[src/rtl/swara_synth_pkg.sv]
// swara_synth_pkg: window codes, player states and output scale shared by the swara_synth blocks
package swara_synth_pkg;

   typedef enum logic [1:0] {WIN_NONE, WIN_ASC, WIN_FALL, WIN_BOTH} win_e;

   typedef enum logic {ST_IDLE, ST_PLAY} state_e;

   // Sine peak is 0.9 of full scale, kept as an exact integer ratio
   localparam int SCALE_NUM = 9;
   localparam int SCALE_DEN = 10;

   function automatic int peak_amp(input int sample_w);
      return ((2 ** (sample_w - 1) - 1) * SCALE_NUM + SCALE_DEN / 2) / SCALE_DEN;
   endfunction

endpackage

[src/rtl/swara_sine_lut.sv]
// swara_sine_lut: quarter-wave sine table with quadrant folding and a registered output
module swara_sine_lut
   import swara_synth_pkg::*;
#(
   parameter int SAMPLE_W = 16,
   parameter int LUT_AW = 8
) (
   input  logic                       clk,
   input  logic                       rst,
   input  logic [LUT_AW+1:0]          phase_idx,
   output logic signed [SAMPLE_W-1:0] sine_q
);

   localparam int DEPTH = 2 ** LUT_AW;
   localparam real PI = 3.14159265358979323846;

   // Entries sample the first quadrant at bin midpoints, so folding gives an exactly odd, mirror-symmetric wave
   function automatic logic [SAMPLE_W-1:0] quarter_val(input int a);
      return SAMPLE_W'($rtoi(real'(peak_amp(SAMPLE_W)) * $sin(real'(2 * a + 1) * PI / real'(4 * DEPTH)) + 0.5));
   endfunction

   logic [SAMPLE_W-1:0] tbl [DEPTH];
   logic [1:0] quad;
   logic [LUT_AW-1:0] addr;
   logic [SAMPLE_W-1:0] mag;
   logic signed [SAMPLE_W-1:0] sine_d;

   for (genvar k = 0; k < DEPTH; k++) begin : g_tbl
      assign tbl[k] = quarter_val(k);
   end

   // Mirror the address in odd quadrants and negate over the lower half-wave
   always_comb begin
      quad = phase_idx[LUT_AW+1:LUT_AW];
      addr = quad[0] ? ~phase_idx[LUT_AW-1:0] : phase_idx[LUT_AW-1:0];
      mag = tbl[addr];
      sine_d = quad[1] ? -$signed(mag) : $signed(mag);
   end

   // One register stage on the table output
   always_ff @(posedge clk or posedge rst) begin
      if (rst) sine_q <= '0;
      else sine_q <= sine_d;
   end

endmodule

[src/rtl/swara_synth.sv]
// swara_synth: one-note-buffered sine note player with envelope windows; SWARA_SYNTH_UNDERRUN_CNT_EN adds underrun_cnt
module swara_synth
   import swara_synth_pkg::*;
#(
   parameter int SAMPLE_W = 16,
   parameter int PHASE_W = 24,
   parameter int LUT_AW = 8,
   parameter int N_SAMPLES = 13230,
   parameter int WN_LOG2 = 7
) (
   input  logic                clk,
   input  logic                rst,
   input  logic                sample_en,
   input  logic                note_valid,
   output logic                note_ready,
   input  logic [PHASE_W-1:0]  note_inc,
   input  logic [1:0]          note_win,
   output logic                sample_valid,
   output logic [SAMPLE_W-1:0] sample_out,
`ifdef SWARA_SYNTH_UNDERRUN_CNT_EN
   output logic [15:0]         underrun_cnt,
`endif
   output logic                busy
);

   localparam int IW = N_SAMPLES > 1 ? $clog2(N_SAMPLES) : 1;
   localparam int GW = WN_LOG2 + 1;
   localparam int WN = 2 ** WN_LOG2;
   localparam int PW = SAMPLE_W + GW + 1;
   localparam logic [IW-1:0] LAST = IW'(N_SAMPLES - 1);

   logic buf_full_q, buf_full_d;
   logic [PHASE_W-1:0] buf_inc_q, buf_inc_d;
   logic [1:0] buf_win_q, buf_win_d;
   logic state_q, state_d;
   logic [IW-1:0] idx_q, idx_d;
   logic [PHASE_W-1:0] phase_q, phase_d, inc_q, inc_d, phase_sum;
   logic [1:0] win_q, win_d;
   logic vld1_q, vld1_d;
   logic [GW-1:0] gain1_q, gain1_d;
   logic sample_valid_q, sample_valid_d;
   logic signed [SAMPLE_W-1:0] out_q, out_d;
   logic accept, play_smp, note_end, load;
   logic [IW-1:0] rem;
   logic [GW-1:0] asc, fall, gain;
   logic signed [SAMPLE_W-1:0] sine;
   logic signed [PW-1:0] prod, shifted;

   swara_sine_lut #(
      .SAMPLE_W(SAMPLE_W),
      .LUT_AW(LUT_AW)
   ) u_lut (
      .clk(clk),
      .rst(rst),
      .phase_idx(phase_sum[PHASE_W-1 -: LUT_AW+2]),
      .sine_q(sine)
   );

   // Note buffer, play state, sample index and phase accumulator; a sample uses the freshly advanced phase
   always_comb begin
      accept = note_valid && !buf_full_q;
      play_smp = state_q == ST_PLAY && sample_en;
      note_end = play_smp && idx_q == LAST;
      load = buf_full_q && (state_q == ST_IDLE || note_end);
      phase_sum = phase_q + inc_q;
      phase_d = play_smp ? phase_sum : phase_q;
      idx_d = note_end || load ? '0 : play_smp ? idx_q + IW'(1) : idx_q;
      state_d = load ? ST_PLAY : note_end ? ST_IDLE : state_q;
      inc_d = load ? buf_inc_q : inc_q;
      win_d = load ? buf_win_q : win_q;
      buf_full_d = accept || (buf_full_q && !load);
      buf_inc_d = accept ? note_inc : buf_inc_q;
      buf_win_d = accept ? note_win : buf_win_q;
   end

   // Envelope gain and the two-stage scale pipeline; IDLE strobes carry zero gain so they emit 0
   always_comb begin
      rem = LAST - idx_q;
      asc = 32'(idx_q) >= WN ? GW'(WN) : GW'(idx_q);
      fall = 32'(rem) >= WN ? GW'(WN) : GW'(rem);
      gain = win_q == WIN_NONE ? GW'(WN) : win_q == WIN_ASC ? asc : win_q == WIN_FALL ? fall : asc < fall ? asc : fall;
      gain1_d = play_smp ? gain : '0;
      vld1_d = sample_en;
      prod = PW'(sine) * PW'($signed({1'b0, gain1_q}));
      shifted = prod >>> WN_LOG2;
      out_d = shifted[SAMPLE_W-1:0];
      sample_valid_d = vld1_q;
   end

   // State registers, all cleared asynchronously
   always_ff @(posedge clk or posedge rst) begin
      if (rst) begin
         buf_full_q <= 1'b0;
         buf_inc_q <= '0;
         buf_win_q <= '0;
         state_q <= ST_IDLE;
         idx_q <= '0;
         phase_q <= '0;
         inc_q <= '0;
         win_q <= '0;
         vld1_q <= 1'b0;
         gain1_q <= '0;
         sample_valid_q <= 1'b0;
         out_q <= '0;
      end else begin
         buf_full_q <= buf_full_d;
         buf_inc_q <= buf_inc_d;
         buf_win_q <= buf_win_d;
         state_q <= state_d;
         idx_q <= idx_d;
         phase_q <= phase_d;
         inc_q <= inc_d;
         win_q <= win_d;
         vld1_q <= vld1_d;
         gain1_q <= gain1_d;
         sample_valid_q <= sample_valid_d;
         out_q <= out_d;
      end
   end

`ifdef SWARA_SYNTH_UNDERRUN_CNT_EN
   logic [15:0] under_q, under_d;

   // Count note ends with nothing queued, saturating at all-ones
   always_comb under_d = note_end && !buf_full_q && under_q != 16'hFFFF ? under_q + 16'd1 : under_q;

   // Underrun counter register
   always_ff @(posedge clk or posedge rst) begin
      if (rst) under_q <= '0;
      else under_q <= under_d;
   end

   assign underrun_cnt = under_q;
`endif

   assign note_ready = !buf_full_q;
   assign busy = state_q == ST_PLAY;
   assign sample_valid = sample_valid_q;
   assign sample_out = out_q;

endmodule

[config.mk]
export PLATFORM = sky130hd
export DESIGN_NAME = swara_synth
export DESIGN_NICKNAME = d
export VERILOG_FILES = /design/src/rtl/swara_synth_pkg.sv /design/src/rtl/swara_sine_lut.sv /design/src/rtl/swara_synth.sv
export SDC_FILE = /design/constraint.sdc
export NUM_CORES = 1
export LEC_CHECK = 0
export CELL_PAD_IN_SITES_DETAIL_PLACEMENT = 0
export CELL_PAD_IN_SITES_GLOBAL_PLACEMENT = 1
export CORE_ASPECT_RATIO = 1.1
export CORE_MARGIN = 4
export CORE_UTILIZATION = 25
export DETAILED_ROUTE_END_ITERATION = 7
export PLACE_DENSITY_LB_ADDON = 0.1
export RECOVER_POWER = 25
export SYNTH_ARGS = -nofsm -noshare
export SYNTH_HDL_FRONTEND = slang
export SYNTH_SLANG_ARGS = --single-unit
[constraint.sdc]
create_clock -name clk -period 9.6 [get_ports clk]
set_input_delay 0.96 -clock clk [delete_from_list [all_inputs] [get_ports clk]]
set_output_delay 0.96 -clock clk [all_outputs]
set_load 0.02 [all_outputs]
# Word level (Yosys, flattened, before mapping)
# Memory sizes are Yosys's and may differ from the RTL's.
# Index checks and enable logic that the tools add are counted.
# totals
regBits	134
latch_bits	0
ramBits	0
romBits	4096
inputBits	30
output_inout_bits	19
word_cells	57
n_memories	1
# classes
addsub	4
n_mul	1
div	0
order_cmp	4
n_eq_ne	3
n_shift	0
n_mux	15
bitwise_logic	3
n_reduce_logical	13
# memory_table
name	depth	width	rd	rd_ports_with_merged_regs	write_ports	line_no	rtl
(no name shown)	256	16	1	0	0	swara_sine_lut.sv:36	mag = tbl[addr];
# ops
operator	n
8-bit 2-to-1 mux	8
16-bit 2-to-1 mux	3
14-bit by 8-bit greater-or-equal comparator with 1-bit output (second input constant)	2
14-bit 2-to-1 mux	2
24-bit adder	1
16-bit by 9-bit multiplier with 23-bit output	1
16-bit negation	1
14-bit by 1-bit adder with 14-bit output (second input constant)	1
14-bit equality test (second input constant)	1
14-bit subtractor (first input constant)	1
9-bit greater-or-equal comparator (second input constant)	1
8-bit inverter with 9-bit output	1
8-bit less-than comparator	1
8-bit inverter	1
1-bit logical AND	5
2-bit nonzero test	2
1-bit logical OR	3
2-bit by 1-bit equality test with 1-bit output (second input constant)	1
2-bit equality test (second input constant)	1
1-bit zero test	2
2-bit zero test	1
1-bit 2-to-1 mux	2
1-bit inverter	1

# Depth between registers and ports, before layout
# Gate-level depths: netlist (run 1).
# depth
ltp_word	9
depth_mapped	28
mapped_depth_nobuf	25

# Cells and area by module
# Synthesis (run 1) repeated with hierarchy kept, for this count alone.
# unflattened
cells_unflattened	2266
area_unflattened_um2	18400.1
# by_module_without_submodules
mod	instances	cells_each	area_each_um2
swara_synth	1	1041	10153.5
swara_sine_lut	1	1225	8246.7

# Least setup slack after synthesis (run 1)
# OpenSTA, ideal clock, no wires.
# synth_path
path_kind	flip-flop to flip-flop
startpoint	register phase_q[0]
endpoint	register u_lut.sine_q[14]
setup_time_ns	0.080
t_arrival_ns	6.032
slack_ns	3.488
stages_incl_launch_ff	28
path_buffers	2
synth_period_minus_slack_ns	6.112
path_cell_list	dfrtp_1 -> ha_1 -> inv_1 -> fa_1 -> nand2b_1 -> a21oi_1 -> o211a_1 -> o21ai_4 -> mux2i_4 -> nor2_1 -> buf_2 -> xnor2_1 -> inv_1 -> ha_1 -> clkbuf_1 -> nor2_1 -> o21ai_0 -> a221o_1 -> o311a_1 -> a2111oi_0 -> a41oi_1 -> inv_1 -> ha_1 -> inv_1 -> a221o_1 -> a211o_1 -> o41ai_2 -> xnor2_1
# synth_between
elab_chain_cells	9
# synth_rtl
item	line_no	rtl
start: declaration	swara_synth.sv:37	logic [PHASE_W-1:0] phase_q, phase_d, inc_q, inc_d, phase_sum;
start signal: assignment	swara_synth.sv:111	phase_q <= phase_d;
24-bit adder *	swara_synth.sv:65	phase_sum = phase_q + inc_q;
8-bit inverter	swara_sine_lut.sv:35	addr = quad[0] ? ~phase_idx[LUT_AW-1:0] : phase_idx[LUT_AW-1:0];
8-bit 2-to-1 mux	swara_sine_lut.sv:35	
8-bit inverter with 9-bit output (not written as such)	swara_sine_lut.sv:36	
memory read 256 x 16 bit	--	
16-bit 2-to-1 mux (not written as such) (2 in series)	swara_sine_lut.sv:36	
16-bit negation	swara_sine_lut.sv:37	sine_d = quad[1] ? -$signed(mag) : $signed(mag);
16-bit 2-to-1 mux *	swara_sine_lut.sv:37	
via u_lut.sine_d[14]	swara_sine_lut.sv:26	logic signed [SAMPLE_W-1:0] sine_d;
end signal: assignment	swara_sine_lut.sv:43	else sine_q <= sine_d;
end: declaration	swara_sine_lut.sv:11	output logic signed [SAMPLE_W-1:0] sine_q
# The timed path passes the listed nets; every way through them passes the cells marked *. The select of a mux whose other input is x is not followed.
# A chain may end at the register's enable or synchronous reset.

# Worst setup path in the final report (run 1)
# Ends and elaborated chain as after synthesis.

==> results of run 1 <==
## cell families after synthesis
family                   after synthesis  synth area share, %
AND/OR/NAND/NOR                      639                 18.1
buffers and inverters                323                 7.43
AO/OA/AOI/OAI                        684                 27.9
adder cells (fa/ha/maj)              191                 18.0
multiplexers                          69                 4.46
flip-flops                           134                 19.4
XOR/XNOR                              92                 4.70
## state kept, by name, summed over array words and instances, names as in the netlist, 2 cells and up
| register | count |
|---|---|
| buf_inc_q | 24 |
| buf_win_q | 2 |
| gain1_q | 8 |
| idx_q | 14 |
| inc_q | 24 |
| phase_q | 24 |
| sample_out | 16 |
| u_lut.sine_q | 16 |
| win_q | 2 |
## cells in the mapped netlist (7+ instances only)
| cell | instances | share of area (%) |
|---|---|---|
| nand2_1 | 208 | 4.5 |
| inv_1 | 168 | 3.6 |
| dfrtp_1 | 134 | 19 |
| a21oi_1 | 123 | 3.6 |
| o21ai_0 | 117 | 3.4 |
| nor2_1 | 116 | 2.5 |
| clkbuf_1 | 97 | 2.1 |
| fa_1 | 97 | 11 |
| ha_1 | 94 | 6.8 |
| and2_1 | 91 | 3.3 |
| xnor2_1 | 66 | 3.3 |
| nor3_1 | 64 | 1.9 |
| nand3_1 | 57 | 1.6 |
| mux2_2 | 54 | 3.5 |
| a31oi_1 | 42 | 1.5 |
| buf_2 | 37 | 1.1 |
| o22ai_1 | 35 | 1.3 |
| a22oi_1 | 33 | 1.4 |
| a211oi_1 | 32 | 1.4 |
| a221oi_1 | 32 | 1.6 |
| o211ai_1 | 28 | 1.2 |
| xor2_1 | 25 | 1.3 |
| a21o_1 | 21 | 0.91 |
| o221ai_1 | 19 | 0.96 |
| nand4_1 | 16 | 0.58 |
| o31ai_1 | 16 | 0.69 |
| o2111ai_1 | 15 | 0.76 |
| buf_1 | 14 | 0.30 |
| mux2i_1 | 14 | 0.81 |
| a2111oi_0 | 13 | 0.66 |
| o21bai_1 | 13 | 0.56 |
| o21a_1 | 12 | 0.52 |
| a32oi_1 | 11 | 0.56 |
| nor4_1 | 10 | 0.36 |
| or3_1 | 10 | 0.36 |
| a41oi_1 | 9 | 0.46 |
| and3_1 | 9 | 0.33 |
| o21ai_1 | 9 | 0.26 |
| nand2b_1 | 8 | 0.29 |
| o32ai_1 | 8 | 0.41 |
| a222oi_1 | 7 | 0.41 |
## cells in the final DEF (no fill, tap or decap), types with 35 or more instances in the layout
cell type        Yosys  routed
a21oi_1            123     123
o21ai_0            117     116
buf_4                3      92
nand2_1            208     208
nand3_1             57      56
nor3_1              64      61
inv_1              168     167
dfrtp_1            134     134
nor2_1             116     113
and2_1              91      91
xnor2_1             66      64
ha_1                94      94
clkdlybuf4s50_1      0      46
mux2_2              54      54
fa_1                97      97
a31oi_1             42      42
o22ai_1             35      35
## power groups by stage
| stage | sequential [mW] | clock [mW] | combinational (mW) |
|---|---|---|---|
| after floorplan | 0.658 | 0 | 0.137 |
| after global placement | 0.690 | 0 | 0.164 |
| after detailed placement | 0.690 | 0 | 0.166 |
| after CTS | 0.679 | 0.691 | 0.168 |
| after global routing | 0.686 | 0.710 | 0.183 |
| final | 0.676 | 0.656 | 0.162 |
## final cells by class
class	count	area (sq um)	area share, %
well taps	918	1150	5.84
multi-input cells	1675	12800	65.0
clock buffers	18	439	2.23
inverters	170	639	3.25
clock inverters	13	123	0.623
diodes	1	2.50	0.0127
flip-flops and latches	134	3350	17.0
repair buffers	140	1170	5.95
## through the flow
| stage | cell area (sq um) | setup slack [ns] | hold slack, ns |
|---|---|---|---|
| finish | 19700 | 1.72 | 0.352 |
| global route | 19700 | 1.32 | 0.354 |
| CTS | 19700 | 1.81 | 0.355 |
| detailed placement | 19100 | 1.82 | 0.340 |
| global placement | 19100 | 1.92 | 0.334 |
| floorplan | 17300 | 3.49 | 0.331 |
## metal layers
metal / share of wire [%] / vias up / global-route usage, %
met2: 46 / 967 / 40.9
met3: 8.1 / 262 / 5.35
met5: 0.036 / - / 0
met4: 5.9 / 4 / 12.8
met1: 40 / 9080 / 33.0
li1: - / 7805 / -
## worst paths after layout
kind	startpoint	endpoint	depth (start not counted)
worst max-delay path	phase_q[0]$_DFFE_PP0P_	u_lut.sine_q[14]$_DFF_PP0_	24
worst min-delay path	sample_valid_d$_DFF_PP0_	sample_valid$_DFF_PP0_	0
worst max register to register	phase_q[0]$_DFFE_PP0P_	u_lut.sine_q[14]$_DFF_PP0_	24
worst min register to register	sample_valid_d$_DFF_PP0_	sample_valid$_DFF_PP0_	0
max in group asynchronous	rst	sample_out[9]$_DFF_PP0_	3
min in group asynchronous	rst	idx_q[10]$_DFFE_PP0P_	2
==> results.md, run 1 <==
* Syn Std Cell Area at 17300 sq um
* Most used cell, CP: inv_1
* Clock buffer count from CTS at 17
* Sequential share of the synthesized area at 19.4%
* Power Total at 1.50 mW
* P_int at 1.07 mW
* CP Class: register to register
* Initial drt markers at 2034
* Post CTS Setup Buffer Count at 0
* Wirelength per Cell at 31.5 um
* NetSw at 423 uW
* H-tree levels at 4
* Bufs and invs on worst path at 5
* Failing checks: max-capacitance violations, max-slew violations
* DRT antenna net count at 0
* Gr ovfl total at 0
* Cts-stage hold buffer count at 0
* Final Hold Viols at 0
* CP max-delay cell: xnor2_1
* Post-Syn Nets at 2353
* Core area at 68100 sq um
* Num ports at 49
* Post-Route WL at 96600 um
* Worst slew pin tran at 3.23 ns
* Global-route wire length before repair at 137000 um
* Clock buffer depth at 2
* WP data arrival at 8.26 ns
* WP data required at 9.98 ns
* Starting Density at 25.4%
* Max-slew headroom at -117%
* Post-synth cell types at 101
* MaxCap Viol Count at 1
* Setup Skew at 0.0141 ns
* Clock power share at 43.9%
* Final Max Tran Viols at 72
* PwrDens at 76.0 nW/um^2
* Placer Congestion at 0.996
* Clock sinks at 134
* Core Util, Final at 28.9%
* CTS tree: yes
* Mean Syn Cell Area at 8.11 sq um
* Share of cells above drive strength 1 at 10.9%
* Fillers at 7433
* Row count at 100
* Post-DP HPWL at 71500 um
* Die area at 73500 sq um
* RSZ-0062 raised after global routing: false
* TNS Setup at 0 ns
* Sw Share at 28.3%
* Die width at 259 um
* Via density per instance at 5.90
* Critical path cell sequence: ha_1 > inv_1 > fa_1 > nand2b_1 > a21oi_1 > o211a_1 > o21ai_4 > mux2i_4 > nor2_2 > xnor2_1 > inv_1 > ha_1 > inv_1 > nor2_1 > o211a_1 > a2111oi_0 > a41oi_1 > inv_1 > ha_1 > inv_1 > a221o_1 > a211o_1 > o41ai_2 > xnor2_1
* Critical-path maximum fanout at 18
* Die Y at 284 um
* DR pass1 iterations at 6
* Setup-failing EPs final at 0
* Gate power share at 10.9%
* Delay of the slowest critical-path stage at 0.87 ns
* Tot GR Track Use at 25.7%
* Reg2reg setup slack at 1.72 ns
* Resize count post-CTS at 0
* FMAX at 127 MHz
* Port Buffers at 48
* Final Cycle Share at 82.1%
* Placed Instances at 3037
* EDFF count, synth at 0
* Reg power frac at 45.2%
* Nets at 2359
* Max VDD drop at 0.000125 V
* Min-Delay Path Class: register to register
* Finished Layout Cells at 3069
* Clock Latency Late Sink at 0.46 ns
* P&R area growth vs syn at 13.7%
* Syn Inst Count at 2132
* Leak at 8.31 nW
* Crit start category: register
* Initial antenna violation count at 3
* Crit path capture type: register
* Asr flop ratio synth at 100%
* Period minus WS final at 7.88 ns
* Status: finished, violations left
* DRC at 0
* Ys Warns at 0
* Worst path top cell family by delay: compound AO/OA/AOI/OAI gates
* Worst-path clk slew at 0.07 ns
* Routed via count at 18100
* Root buffer cell: clkbuf_16
* Largest net degree at the start of global routing at 72
* Top FF cell, synth: dfrtp_1
* Vias in the first global route at 18000
* Register bit count reported by yosys at 134
(Power assumes the default switching activity.)
==> run 2: changes to the inputs <==
==> constraint.sdc (replaced) <==
create_clock -name clk -period 6.86 [get_ports clk]
set_input_delay 0.686 -clock clk [delete_from_list [all_inputs] [get_ports clk]]
set_output_delay 0.686 -clock clk [all_outputs]
set_load 0.02 [all_outputs]
==> run 2 against run 1 <==
The run still ends with max-capacitance violations, max-slew violations left. Routed wire length grew 9.8%. Hold slack gained 0.0044 ns. Via count grew 4.5%. Utilization grew 2.3 points. Global-route usage grew 2.5 points. Die area is the same. Clock skew grew 0.0036 ns. Register-to-register slack lost 1.4 ns. Largest power group unchanged. Highest routed layer unchanged.
==> results.md, run 2 (same netlist as run 1, synthesis figures left out) <==
* Row count at 100
* Core area at 68100 sq um
* Reg power frac at 44.9%
* Num ports at 49
* Power Total at 2.11 mW
* Setup Skew at 0.0177 ns
* TNS Setup at 0 ns
* FMAX at 152 MHz
* Clock buffer depth at 2
* DR WL met3 at 6480 um
* Met2 WL post-DR at 48200 um
* Via density per instance at 5.81
* RSZ-0062 raised after global routing: false
* Worst slew pin tran at 3.01 ns
* Sw Share at 30.2%
* Final WS setup at 0.293 ns
* CP max-delay cell: a211oi_1
* CTS tree: yes
* Initial drt markers at 2074
* Die Y at 284 um
* H-tree levels at 4
* Crit path capture type: register
* PwrDens at 99.5 nW/um^2
* Max-slew headroom at -102%
* Min-Delay Path Class: register to register
* Initial antenna violation count at 3
* Delay of the slowest critical-path stage at 0.71 ns
* FF/Latch Area at 3350 sq um
* M1 WL at 43600 um
* Worst-path clk slew at 0.07 ns
* Crit start category: register
* Tot GR Track Use at 28.2%
* MaxCap Viol Count at 3
* Leak at 9.27 nW
* Critical-path maximum fanout at 17
* Die area at 73500 sq um
* P&R area growth vs syn at 22.7%
* Max VDD drop at 0.000150 V
* Final Max Tran Viols at 142
* Global-route wire length before repair at 149000 um
* DRT antenna net count at 0
* Routed via count at 18900
* Clock Latency Late Sink at 0.46 ns
* Multi-input logic area at 12800 sq um
* Failing checks: max-capacitance violations, max-slew violations
* Die width at 259 um
* WP data arrival at 6.95 ns
* Bufs and invs on worst path at 6
* Clock power share at 44.4%
* Fillers at 7477
* Worst path top cell family by delay: compound AO/OA/AOI/OAI gates
* Gr ovfl total at 0
* Nets at 2546
* Post-Route WL at 106000 um
* DP Worst Slack at 0.204 ns
* Post-DP HPWL at 83300 um
* DRC at 0
* Critical path cell sequence: ha_1 > inv_1 > fa_1 > nand2b_1 > a21oi_1 > o211ai_1 > a31oi_2 > xor2_4 > buf_4 > a211oi_1 > nor2_2 > buf_4 > nor2_1 > a211oi_1 > o21ai_0 > a41oi_1 > buf_4 > inv_1 > ha_1 > inv_1 > a221o_1 > a211o_1 > o41ai_2 > xnor2_1
* Root buffer cell: clkbuf_16
* Final Hold Viols at 0
* Most frequent cells in the layout: 267 x buf_4, 208 x nand2_1, 167 x inv_1
* Final Cycle Share at 95.7%
* Setup-failing EPs final at 0
* Top Metal Used: met5
* Clock sinks at 134
* Wirelength per Cell at 32.5 um
* DR pass1 iterations at 5
* Status: finished, violations left
* Largest net degree at the start of global routing at 71
* Share of cells above drive strength 1 at 18.0%
* WP data required at 7.24 ns
* Starting Density at 25.4%
* Placer Congestion at 1.00
* Clock buffer count from CTS at 17
* Biggest regs: buf_inc_q: 24 flops, inc_q: 24 flops, phase_q: 24 flops
* Commonest non-fill, non-tap cell in the layout: buf_4
* Port Buffers at 48
* Reg2reg setup slack at 0.29 ns
* Vias in the first global route at 19100
* Gate power share at 10.7%
* CP Class: register to register
* Period minus WS final at 6.57 ns
* P_int at 1.48 mW
* NetSw at 637 uW
-- run 2: cell count changes in the layout (fill, tap and decap cells not counted), sizes merged, moves of 2 or more --
cell / change
buf: +185
clkinv: -2
diode: +2
inv: +5
-- run 2: worst register-to-register path: cells and delay by family, from the launching register on --
family | cells | cell delay, ns
flops | 1 | 0.35
xor+xnor | 2 | 0.39
fa+ha+maj | 3 | 0.78
compound gates | 10 | 3.31
simple gates | 3 | 0.70
buf+inv | 6 | 0.96
-- run 2: what timing repair did --
action | CTS | global route
setup buffers | 0 | 0
endpoints found under the setup margin | 0 | 4
hold buffers | 0 | 0
gates resized for setup | 0 | 3
-- run 2: final timing paths --
check | from | end | depth (start not counted)
hold / removal | sample_valid_d$_DFF_PP0_ | sample_valid$_DFF_PP0_ | 0
max in group asynchronous | rst | sample_out[1]$_DFF_PP0_ | 3
min in group asynchronous | rst | buf_inc_q[20]$_DFFE_PP0P_ | 2
setup reg to reg | phase_q[0]$_DFFE_PP0P_ | u_lut.sine_q[14]$_DFF_PP0_ | 24
hold reg to reg | sample_valid_d$_DFF_PP0_ | sample_valid$_DFF_PP0_ | 0
setup / recovery | phase_q[0]$_DFFE_PP0P_ | u_lut.sine_q[14]$_DFF_PP0_ | 24
-- run 2: metrics by stage --
stage | instance area (sq um) | hold slack, ns | instances | util (%)
final | 21200 | 0.356 | 3259 | 31.2
after global routing | 21200 | 0.379 | 3256 | 31.2
after CTS | 21200 | 0.360 | 3256 | 31.2
after detailed placement | 20600 | 0.343 | 3224 | 30.3
after global placement | 20600 | 0.334 | 3224 | 30.3
after floorplan | 17300 | 0.331 | 2132 | -
-- run 2: cell type report --
class                           instances  share of cell area (%)
Multi-Input combinational cell       1675                    60.3
Sequential cell                       134                    15.8
Timing Repair Buffer                  327                    12.7
Tap cell                              918                    5.41
Inverter                              170                    3.01
Clock buffer                           17                    2.00
Clock inverter                         15                   0.731
Antenna cell                            3                  0.0354
-- run 2: power groups by stage --
stage / clock network (mW) / logic (mW) / registers [mW]
floorplan: 0 / 0.191 / 0.921
global placement: 0 / 0.228 / 0.964
detailed placement: 0 / 0.232 / 0.966
CTS: 0.986 / 0.233 / 0.951
global route: 1.01 / 0.257 / 0.964
finish: 0.938 / 0.227 / 0.948
-- run 2: per-layer routing --
metal / track usage (%) / vias to the layer above
li1: - / 8184
met1: 35.9 / 9598
met2: 44.9 / 869
met3: 5.05 / 287
met4: 16.4 / 2
met5: 0 / -
==> RTL change (settings of run 1) <==
`buf_inc_q` no longer has a reset.
--- a/src/rtl/swara_synth.sv
+++ b/src/rtl/swara_synth.sv
@@ -91,7 +91,6 @@
    always_ff @(posedge clk or posedge rst) begin
       if (rst) begin
          buf_full_q <= 1'b0;
-         buf_inc_q <= '0;
          buf_win_q <= '0;
          state_q <= ST_IDLE;
          idx_q <= '0;
@@ -104,7 +103,6 @@
          out_q <= '0;
       end else begin
          buf_full_q <= buf_full_d;
-         buf_inc_q <= buf_inc_d;
          buf_win_q <= buf_win_d;
          state_q <= state_d;
          idx_q <= idx_d;
@@ -116,6 +114,10 @@
          sample_valid_q <= sample_valid_d;
          out_q <= out_d;
       end
+   end
+
+   always_ff @(posedge clk) begin
+      buf_inc_q <= buf_inc_d;
    end
 
 `ifdef SWARA_SYNTH_UNDERRUN_CNT_EN
Check against the original RTL: no difference found for any inputs over 4 cycles, from zero or initial values and one cycle with rst high; that may be too few to reach the edited logic, so the function may still have changed.
==> RTL change against run 1 <==
Routed wire length is 11% lower; worst hold slack got worse by 0.0016 ns; the run still ends with capacitance limit, slew limit left; power is 4.7% lower; synthesized area decreased by 2.5%; sequential cell count is the same; largest power group is now clock; cell area is 3.3% lower; setup slack got worse by 0.48 ns; combinational power down 30%.
==> RTL change: results (changes against run 1) <==
{
  "run_status": {"value": "finished with violations", "change": "unchanged"},
  "failing_checks": {"value": "capacitance limit, slew limit", "change": "unchanged"},
  "drt-met1-wl": {"value": 34.8, "unit": "mm", "change": "was 39.0 mm"},
  "synth_edf_count": {"value": 24, "change": "was 0"},
  "grt_antenna_before_repair": {"value": 1, "change": "was 3"},
  "netSwitchingFraction": {"value": 25.9, "unit": "%", "change": "was 28.3%"},
  "clock-skew-final": {"value": 0.0215, "unit": "ns", "change": "was 0.0141 ns"},
  "maxCapViolations": {"value": 2, "change": "was 1"},
  "post_dp_cell_area": {"value": 0.0184, "unit": "mm^2", "change": "was 0.0191 mm^2"},
  "n_antenna_cell": {"value": 0, "change": "was 1"},
  "timing_max_transition_violations_final": {"value": 71, "change": "was 72"},
  "fin_hold_ws": {"value": 0.350, "unit": "ns", "change": "was 0.352 ns"},
  "yosysSeqAreaShare": {"value": 20.6, "unit": "%", "change": "was 19.4%"},
  "wl_met3": {"value": 7.33, "unit": "mm", "change": "was 7.79 mm"},
  "ys_top_cells_by_area": {"value": "sky130_fd_sc_hd__dfrtp_1, sky130_fd_sc_hd__fa_1, sky130_fd_sc_hd__ha_1", "change": "unchanged"},
  "net_count_reported_at_finish": {"value": 2267, "change": "was 2359"},
  "syn_avg_cell_area": {"value": 8.25, "unit": "um^2", "change": "was 8.11 um^2"},
  "synth_fa_ha_area_share": {"value": 18.5, "unit": "%", "change": "was 18.0%"},
  "routed_wl": {"value": 86.4, "unit": "mm", "change": "was 96.6 mm"},
  "drt_first_pass_iters": {"value": 7, "change": "was 6"},
  "async_flop_share": {"value": 82.1, "unit": "%", "change": "was 100%"},
  "ys_types": {"value": 107, "change": "was 101"},
  "hpwl": {"value": 62.2, "unit": "mm", "change": "was 71.5 mm"},
  "rrSetupSlack": {"value": 1.24, "unit": "ns", "change": "was 1.72 ns"},
  "grt_first_pass_wirelength": {"value": 125, "unit": "mm", "change": "was 137 mm"},
  "initial_drc_count": {"value": 2068, "change": "was 2034"},
  "compound_gate_portion_of_the_synthesized_area": {"value": 27.4, "unit": "%", "change": "was 27.9%"},
  "power.sequential.total": {"value": 0.636, "unit": "mW", "change": "was 0.676 mW"},
  "maximum_fanout_along_the_worst_path": {"value": 26, "change": "was 18"},
  "synthMuxAreaShare": {"value": 2.59, "unit": "%", "change": "was 4.46%"},
  "p_leak": {"value": 7.95, "unit": "nW", "change": "was 8.31 nW"}
}
-- RTL change: cell count changes after synthesis, sizes merged, moves of 9 or more --
cell,change
dfrtp,-24
clkbuf,-20
a31oi,-9
edfxtp,+24
nand3,-12
a22oi,-17
nor2,+22
inv,-12
mux2,-25
-- RTL change: cell type report --
class,count,area (um^2)
tap,858,1070
fill,7263,47600
clock inverter,8,86.3
timing repair buffer,123,1040
clock buffer,24,513
multi-input combinational,1613,12200
inverter,157,591
sequential,134,3470
-- RTL change: worst max path at each step --
stage | from | slack [ns] | end
2_1_floorplan | phase_q[0] | 3.51 | u_lut.sine_q[14]
3_3_place_gp | phase_q[16] | 1.67 | u_lut.sine_q[14]
3_5_place_dp | phase_q[16] | 1.44 | u_lut.sine_q[14]
4_1_cts | phase_q[16] | 1.38 | u_lut.sine_q[14]
5_1_grt | phase_q[16] | 0.68 | u_lut.sine_q[14]
6_report | phase_q[16] | 1.24 | u_lut.sine_q[14]
